[config.mk]
export PLATFORM = sky130hd
export DESIGN_NAME = repne_cmps_sequencer
export DESIGN_NICKNAME = d
export VERILOG_FILES = /design/src/rtl/repne_cmps_sequencer.sv
export SDC_FILE = /design/constraint.sdc
export NUM_CORES = 1
export LEC_CHECK = 0
export CORE_AREA = 2 2 84 86
export DETAILED_ROUTE_END_ITERATION = 8
export DIE_AREA = 0 0 86 88
export PLACE_DENSITY = 0.8
export SLEW_MARGIN = 20
export SYNTH_ARGS = -nofsm -noshare
export SYNTH_HDL_FRONTEND = slang
export SYNTH_SLANG_ARGS = --single-unit
export TNS_END_PERCENT = 100
[constraint.sdc]
create_clock -name CLK -period 3.5 [get_ports CLK]
set_input_delay 0.7 -clock CLK [delete_from_list [all_inputs] [get_ports CLK]]
set_output_delay 0.7 -clock CLK [all_outputs]
set_load 0.02 [all_outputs]
[src/rtl/repne_cmps_sequencer.sv]
// Sequencer for REPNE CMPS: issues the ESI/EDI read micro-op pair per iteration,
// counts ECX down, stalls decode, and retires on ZF, zero count, timeout or flush.
module repne_cmps_sequencer #(
  parameter int unsigned CNT_W        = 32,
  parameter int unsigned WAIT_TIMEOUT = 15
) (
  input  logic             CLK,
  input  logic             RST,
  input  logic             V,
  input  logic             LD_ME,
  input  logic             IS_REPNE_CMPS,
  input  logic [CNT_W-1:0] ECX,
  input  logic             CMP_VALID,
  input  logic             CMP_ZF,
  input  logic             FLUSH,
  output logic             IS_CMPS_FIRST_UOP,
  output logic             IS_CMPS_SECOND_UOP,
  output logic             REPNE_STEADY_STATE,
  output logic             STALL_DE,
  output logic [CNT_W-1:0] ECX_OUT,
  output logic             LD_ECX,
  output logic             DONE,
  output logic             TIMEOUT_ERR
);

  localparam int unsigned TMO_W = $clog2(WAIT_TIMEOUT + 1);
  localparam logic [TMO_W-1:0] TMO_LAST = TMO_W'(WAIT_TIMEOUT);

  typedef enum logic [2:0] {
    S_IDLE     = 3'd0,
    S_U1       = 3'd1,
    S_U2       = 3'd2,
    S_WAIT_CMP = 3'd3,
    S_FIN      = 3'd4
  } state_e;

  state_e           state_q, state_d;
  logic [CNT_W-1:0] cnt_q, cnt_d;
  logic             steady_q, steady_d;
  logic [TMO_W-1:0] tmo_q, tmo_d;
  logic             tmo_err_q, tmo_err_d;
  logic             ld_ecx_c;
  logic [CNT_W-1:0] cnt_dec_c;

  always_ff @(posedge CLK) begin
    if (RST) begin
      state_q   <= S_IDLE;
      cnt_q     <= '0;
      steady_q  <= 1'b0;
      tmo_q     <= '0;
      tmo_err_q <= 1'b0;
    end else begin
      state_q   <= state_d;
      cnt_q     <= cnt_d;
      steady_q  <= steady_d;
      tmo_q     <= tmo_d;
      tmo_err_q <= tmo_err_d;
    end
  end

  // Next-state and count/steady/timeout update; flush overrides every state.
  always_comb begin
    state_d   = state_q;
    cnt_d     = cnt_q;
    steady_d  = steady_q;
    tmo_d     = tmo_q;
    tmo_err_d = 1'b0;
    ld_ecx_c  = 1'b0;
    cnt_dec_c = cnt_q - CNT_W'(1);

    if (FLUSH) begin
      state_d  = S_IDLE;
      steady_d = 1'b0;
      tmo_d    = '0;
    end else begin
      unique case (state_q)
        S_IDLE: begin
          if (V && IS_REPNE_CMPS && LD_ME) begin
            if (ECX == '0) begin
              cnt_d   = '0;
              state_d = S_FIN;
            end else begin
              cnt_d    = ECX;
              steady_d = 1'b0;
              state_d  = S_U1;
            end
          end
        end
        S_U1: begin
          if (LD_ME) state_d = S_U2;
        end
        S_U2: begin
          if (LD_ME) begin
            cnt_d    = cnt_dec_c;
            ld_ecx_c = 1'b1;
            tmo_d    = '0;
            state_d  = S_WAIT_CMP;
          end
        end
        S_WAIT_CMP: begin
          if (CMP_VALID) begin
            if (CMP_ZF || (cnt_q == '0)) begin
              state_d = S_FIN;
            end else begin
              steady_d = 1'b1;
              state_d  = S_U1;
            end
          end else begin
            tmo_d = tmo_q + TMO_W'(1);
            if (tmo_d == TMO_LAST) begin
              tmo_err_d = 1'b1;
              steady_d  = 1'b0;
              tmo_d     = '0;
              state_d   = S_IDLE;
            end
          end
        end
        S_FIN: begin
          steady_d = 1'b0;
          state_d  = S_IDLE;
        end
        default: begin
          state_d = S_IDLE;
        end
      endcase
    end
  end

  // Moore decode; ECX_OUT shows the decremented value during the writeback cycle.
  assign IS_CMPS_FIRST_UOP  = (state_q == S_U1);
  assign IS_CMPS_SECOND_UOP = (state_q == S_U2);
  assign STALL_DE           = (state_q == S_U1) || (state_q == S_U2) || (state_q == S_WAIT_CMP);
  assign DONE               = (state_q == S_FIN);
  assign REPNE_STEADY_STATE = steady_q;
  assign LD_ECX             = ld_ecx_c;
  assign ECX_OUT            = ld_ecx_c ? cnt_dec_c : cnt_q;
  assign TIMEOUT_ERR        = tmo_err_q;

endmodule

==> flow_summary_export.csv, run 1 <==
group,metric,value,unit
run_status,outcome,"finished clean",
clocking,cts_tree,"yes",
layout,fill_cells,551,
power_and_ir_drop,power.leakage,1.95,nW
setup_path,path_delay_family,"simple AND/OR/NAND/NOR gates",
timing,finalSetupViolations,0,
timing,rsz0062_at_grt,"true",
timing,hold_violations,0,
setup_path,end_kind,"primary output",
grt,grt_use_total,0.289,
power_and_ir_drop,p_per_area,287,nW/µm²
layout,post-route-util,0.702,
die,die-area,7570,µm²
route,ant_nets,0,
layout,multiInputGateArea,2380,µm²
clocking,clkTransAtPathRegs,0.08,ns
place,dp_worst_setup_slack,-0.258,ns
setup_path,start_kind,"flop",
timing,min_period_over_period,0.981,
setup_path,worstPathCellList,"buf_4, or4_4, nor4_2, buf_4, nand3_1, buf_4, nor4_2, xor2_1, clkdlybuf4s15_2",
clocking,cts_sinks,41,
clocking,root_buffer,"clkbuf_8",
die,initial_core_util,0.502,
clocking,clock_path_buffers,2,
yosys,syn_area,3330,µm²
die,dieHeight,88,µm
die,die_w,86,µm
timing,fin_skew,0.00461,ns
yosys,yosysSeqAreaShare,0.246,
yosys,synth-compound-area-share,0.259,
route,drcViolationCount,0,
yosys,avgSynthCellArea,7.21,µm²
setup_path,critPathMaxFanout,4,
setup_path,critPathBufInv,4,
yosys,async_flop_share,0,
layout,drive_above_1_share,0.195,
layout,final_cell_mix,"65 x buf_4, 56 x nor2_1, 47 x clkdlybuf4s50_1",
route,wl_per_cell,16.8,µm
worst_hold_path,hold_class,"reg -> reg",
layout,layout_commonest_cell,"buf_4",
clocking,clk_latency,0.31,ns
grt,grt_pass1_vias,3703,
yosys,synth_seq_cells,41,
timing,period_needed,3.43,ns
clocking,htreeDepth,2,
die,io_pins,79,
timing,max_freq,0.291,GHz
place,gp_congestion,0.914,
place,portBuffers,78,
clocking,cts-hold-fix-buffers,0,
layout,layout.nets,616,
layout,antenna_cells,0,
yosys,synth_edf_count,0,
yosys,synth_top_family_by_area,"simple AND/OR/NAND/NOR gates",
timing,setup_slack,0.0673,ns
layout,area_growth,40.0,%
place,dp_hpwl,7.95,mm
setup_path,cp_common_cell,"buf_4",
route,via_count,4032,
setup_path,path_class,"reg -> out",
timing,worst_slew_pin_slew,0.730,ns
grt,grt_pass1_wl,17.5,mm
setup_path,crit_arrival,2.73,ns
clocking,cts_buffers,5,
route,vias_per_cell,6.17,
setup_path,crit_required,2.80,ns
run,max_cap_viol_count,0,
route,drtIter0Drc,316,
yosys,syn-num-nets,505,
layout,regArea,821,µm²
die,core_area,6640,µm²
yosys,ys_types,62,
route,firstDrtPassIters,5,
die,rows,30,
yosys,synth_mux_area_frac,0.00338,
grt,grt_max_degree,67,
timing,drv_slew,0,
yosys,synthCells,462,
route,totalWireLength,11.0,mm
power_and_ir_drop,ir_drop,0.194,mV
setup_path,slowest_stage,"or4_4",
yosys,synthAdderAreaFrac,0.0113,
grt,antenna_found_initial,0,
timing,slew_headroom,0.509,
yosys,synth_warnings,0,
grt,grt-ovfl-total,0,
yosys,ys.flop_type,"dfxtp_1",
yosys,synth_xor_area_frac,0.0815,
setup_path,crit_path_max_incr_delay,0.58,ns
yosys,synth_simple_gate_area_frac,0.334,
## metal layers
metal  wire [µm]  GRT usage  vias to the layer above
met5           0          0                        -
met4         282      0.107                        0
met3         876     0.0471                       29
met2        5140      0.474                      213
met1        4700      0.385                     1869
li1            -          -                     1921
## per-stage QoR
stage	std cells	instance area, µm²	total power [W]	hold slack [ns]	setup TNS (ns)
floorplan	462	3330	0.000720	0.454	0
global route	654	4660	0.00140	0.545	-0.0545
global placement	643	4510	0.000909	0.506	-2.59
detailed placement	643	4510	0.000915	0.506	-3.45
finish	654	4660	0.00134	0.523	0
CTS	653	4630	0.00132	0.519	0
## sequential cells by signal, indices dropped and copies added, names as in the netlist
register,cells
state_q,3
REPNE_STEADY_STATE,1
tmo_q,4
cnt_q,32
TIMEOUT_ERR,1
## worst paths after layout
check / start / end / slack [ns] / cells after the start
hold reg to reg: tmo_q[3] / TIMEOUT_ERR / 0.52 / 1
setup reg to reg: cnt_q[0] / cnt_q[23] / 0.95 / 7
setup / recovery: cnt_q[0] / ECX_OUT[29] / 0.07 / 9
hold / removal: tmo_q[3] / TIMEOUT_ERR / 0.52 / 1
## cell usage after synthesis (all sizes together) (2+ instances only)
| master | n | area [µm²] |
|---|---|---|
| or2 | 5 | 31.3 |
| xor2 | 5 | 43.8 |
| nor2 | 57 | 214 |
| o22ai | 2 | 12.5 |
| dfxtp | 41 | 821 |
| nand3b | 2 | 15.0 |
| buf | 4 | 38.8 |
| inv | 14 | 52.6 |
| o32ai | 6 | 52.6 |
| nand4b | 3 | 26.3 |
| o31a | 7 | 61.3 |
| nand4 | 6 | 37.5 |
| nand2 | 44 | 165 |
| nand2b | 4 | 25.0 |
| a211oi | 2 | 20.0 |
| o31ai | 4 | 30.0 |
| o21ai | 27 | 135 |
| a22oi | 11 | 82.6 |
| or3 | 10 | 62.6 |
| and2 | 4 | 25.0 |
| xnor2 | 26 | 228 |
| o211ai | 3 | 22.5 |
| a31oi | 7 | 43.8 |
| clkbuf | 33 | 124 |
| nor4b | 4 | 41.3 |
| o21a | 3 | 22.5 |
| ha | 3 | 37.5 |
| o311a | 2 | 20.0 |
| or4 | 13 | 109 |
| nor2b | 4 | 25.0 |
| a22o | 4 | 35.0 |
| a311oi | 2 | 17.5 |
| a21o | 8 | 60.1 |
| nand3 | 10 | 50.1 |
| nor3b | 2 | 15.0 |
| nor3 | 7 | 40.0 |
| and3 | 3 | 18.8 |
| a21oi | 30 | 150 |
| or4b | 3 | 33.8 |
| a2bb2oi | 3 | 26.3 |
| nor4 | 22 | 150 |
## report_power, final
group | internal, W | switching, W | leakage, nW | total, W
combinational | 0.000221 | 0.000220 | 1.56 | 0.000441
clock | 0.000233 | 0.000181 | 0.0585 | 0.000414
sequential | 0.000476 | 0.00000995 | 0.332 | 0.000486
## cell type report
class | instances | area share
Multi-Input combinational cell | 370 | 0.510
Timing Repair Buffer | 141 | 0.256
Sequential cell | 41 | 0.176
Tap cell | 80 | 0.0215
Clock buffer | 7 | 0.0185
Inverter | 14 | 0.0113
Clock inverter | 1 | 0.00644
## cells by family after synthesis
logic type | Yosys count
simple gates | 206
compound gates | 129
buf+inv | 51
flops | 41
xor+xnor | 31
fa+ha+maj | 3
mux | 1
## repair_timing
item | 4_1_cts | 5_1_grt
pin swaps | 1 | 1
buffers inserted | 2 | 1
endpoints found under the setup margin | 31 | 16
endpoints found under the hold margin | 0 | 0
gates cloned | 0 | 0
gates resized for setup | 54 | 32
Note: power is estimated with default switching activity, not from simulation.
==> run 2: changes to the inputs <==
--- a/config.mk
+++ b/config.mk
@@ -5,10 +5,10 @@
 export SDC_FILE = /design/constraint.sdc
 export NUM_CORES = 1
 export LEC_CHECK = 0
-export CORE_AREA = 2 2 84 86
+export CORE_AREA = 2 2 81 83
 export DETAILED_ROUTE_END_ITERATION = 8
-export DIE_AREA = 0 0 86 88
-export PLACE_DENSITY = 0.8
+export DIE_AREA = 0 0 83 85
+export PLACE_DENSITY = 0.86
 export SLEW_MARGIN = 20
 export SYNTH_ARGS = -nofsm -noshare
 export SYNTH_HDL_FRONTEND = slang
==> constraint.sdc (replaced) <==
create_clock -name CLK -period 4.5 [get_ports CLK]
set_input_delay 0.9 -clock CLK [delete_from_list [all_inputs] [get_ports CLK]]
set_output_delay 0.9 -clock CLK [all_outputs]
set_load 0.02 [all_outputs]
==> flow_summary_export.csv, run 2 (synthesis gave the netlist of run 1 again) <==
group,metric,value,unit
route,via_count,3841,
clocking,clock_path_buffers,2,
clocking,clk_latency,0.30,ns
timing,finalSetupViolations,0,
grt,grt_max_degree,67,
route,drtIter0Drc,422,
die,die_w,83,µm
layout,area_growth,26.7,%
power_and_ir_drop,p_per_area,214,nW/µm²
grt,grt-ovfl-total,0,
setup_path,critPathMaxFanout,12,
power_and_ir_drop,ir_drop,0.187,mV
clocking,htreeDepth,2,
clocking,cts_buffers,5,
setup_path,critPathBufInv,2,
place,dp_worst_setup_slack,0.221,ns
route,vias_per_cell,6.42,
layout,drive_above_1_share,0.0710,
setup_path,path_class,"reg -> out",
setup_path,worstPathCellList,"inv_1, ha_1, or4b_4, or4b_2, nor3_2, nand2_1, xnor2_1, clkdlybuf4s50_1",
route,totalWireLength,10.3,mm
grt,grt_use_total,0.285,
timing,setup_slack,0.165,ns
layout,antenna_cells,0,
timing,drv_slew,0,
setup_path,path_delay_family,"simple AND/OR/NAND/NOR gates",
clocking,cts-hold-fix-buffers,0,
die,core_area,6200,µm²
route,ant_nets,0,
place,portBuffers,78,
setup_path,crit_required,3.60,ns
timing,hold_violations,0,
worst_hold_path,hold_class,"reg -> reg",
timing,slew_headroom,0.362,
timing,rsz0062_at_grt,"false",
die,dieHeight,85,µm
die,rows,29,
clocking,clkTransAtPathRegs,0.09,ns
place,dp_hpwl,7.30,mm
timing,fin_skew,0.0104,ns
die,die-area,7060,µm²
grt,antenna_found_initial,0,
layout,final_cell_mix,"78 x clkdlybuf4s50_1, 57 x nor2_1, 44 x nand2_1",
layout,layout.nets,563,
timing,period_needed,4.34,ns
route,drcViolationCount,0,
layout,layout_commonest_cell,"clkdlybuf4s50_1",
setup_path,crit_path_max_incr_delay,0.71,ns
layout,top_regs,"cnt_q x32, tmo_q x4, state_q x3",
layout,largest_reg_flops,32,
route,wl_per_cell,17.2,µm
timing,max_freq,0.231,GHz
setup_path,start_kind,"flop",
grt,grt_pass1_vias,3566,
die,initial_core_util,0.537,
clocking,cts_tree,"yes",
setup_path,crit_arrival,3.44,ns
clocking,root_buffer,"clkbuf_8",
timing,totalNegativeSetupSlack,0,ns
run_status,outcome,"finished clean",
layout,regMostFlops,"cnt_q",
power_and_ir_drop,power.leakage,1.55,nW
place,gp_congestion,0.908,
die,io_pins,79,
setup_path,slowest_stage,"or4b_2",
setup_path,end_kind,"primary output",
grt,grt_pass1_wl,16.8,mm
route,firstDrtPassIters,5,
timing,worst_slew_pin_slew,0.957,ns
timing,min_period_over_period,0.963,
clocking,cts_sinks,41,
run,max_cap_viol_count,0,
## run 2: final cells by class
type                    instances  area [µm²]
well taps                      77        96.3
clock buffers                   6        72.6
fillers                       524        1980
inverters                      14        52.6
clock inverters                 2        10.0
multi-input cells             370        2310
repair buffers                 88         856
flip-flops and latches         41         821
## run 2: report_power, final
group,total (W),internal (W),switching (W)
clock,0.000241,0.000108,0.000133
combinational,0.000278,0.000125,0.000154
sequential,0.000383,0.000370,0.0000130
## run 2: worst register-to-register path: stages (launching register included)
cell and delay [ns]:
dfxtp_1 0.34, inv_1 0.11, ha_1 0.26, or4b_4 0.59
or3_1 0.54, nor4_2 0.29, buf_4 0.19, a31oi_1 0.11
a311oi_1 0.27
## run 2: worst paths after layout
path,from,to,slack (ns),cells past startpoint
setup / recovery,cnt_q[0],ECX_OUT[16],0.16,8
hold / removal,cnt_q[0],cnt_q[0],0.49,2
setup reg to reg,cnt_q[0],REPNE_STEADY_STATE,1.70,8
hold reg to reg,cnt_q[0],cnt_q[0],0.49,2
## run 2: stage by stage
| step | total power (W) | hold WS (ns) | cell area (µm²) | cells | utilization |
|---|---|---|---|---|---|
| floorplan | 0.000560 | 0.454 | 3330 | 462 | - |
| global placement | 0.000652 | 0.467 | 4130 | 590 | 0.665 |
| detailed placement | 0.000659 | 0.474 | 4130 | 590 | 0.665 |
| CTS | 0.000899 | 0.487 | 4220 | 598 | 0.681 |
| global route | 0.000944 | 0.531 | 4220 | 598 | 0.681 |
| finish | 0.000903 | 0.489 | 4220 | 598 | 0.681 |
## run 2: what timing repair did
| action | in CTS | in global routing |
|---|---|---|
| setup buffers | 0 | 0 |
| endpoints found under the setup margin | 2 | 0 |
| resized for setup | 2 | 0 |
## run 2: metal layers
layer,wire [µm],vias to the layer above,track usage
met5,0,-,0
met4,227,0,0.0969
met3,865,27,0.0535
met2,5010,192,0.482
met1,4180,1806,0.367
li1,-,1816,-
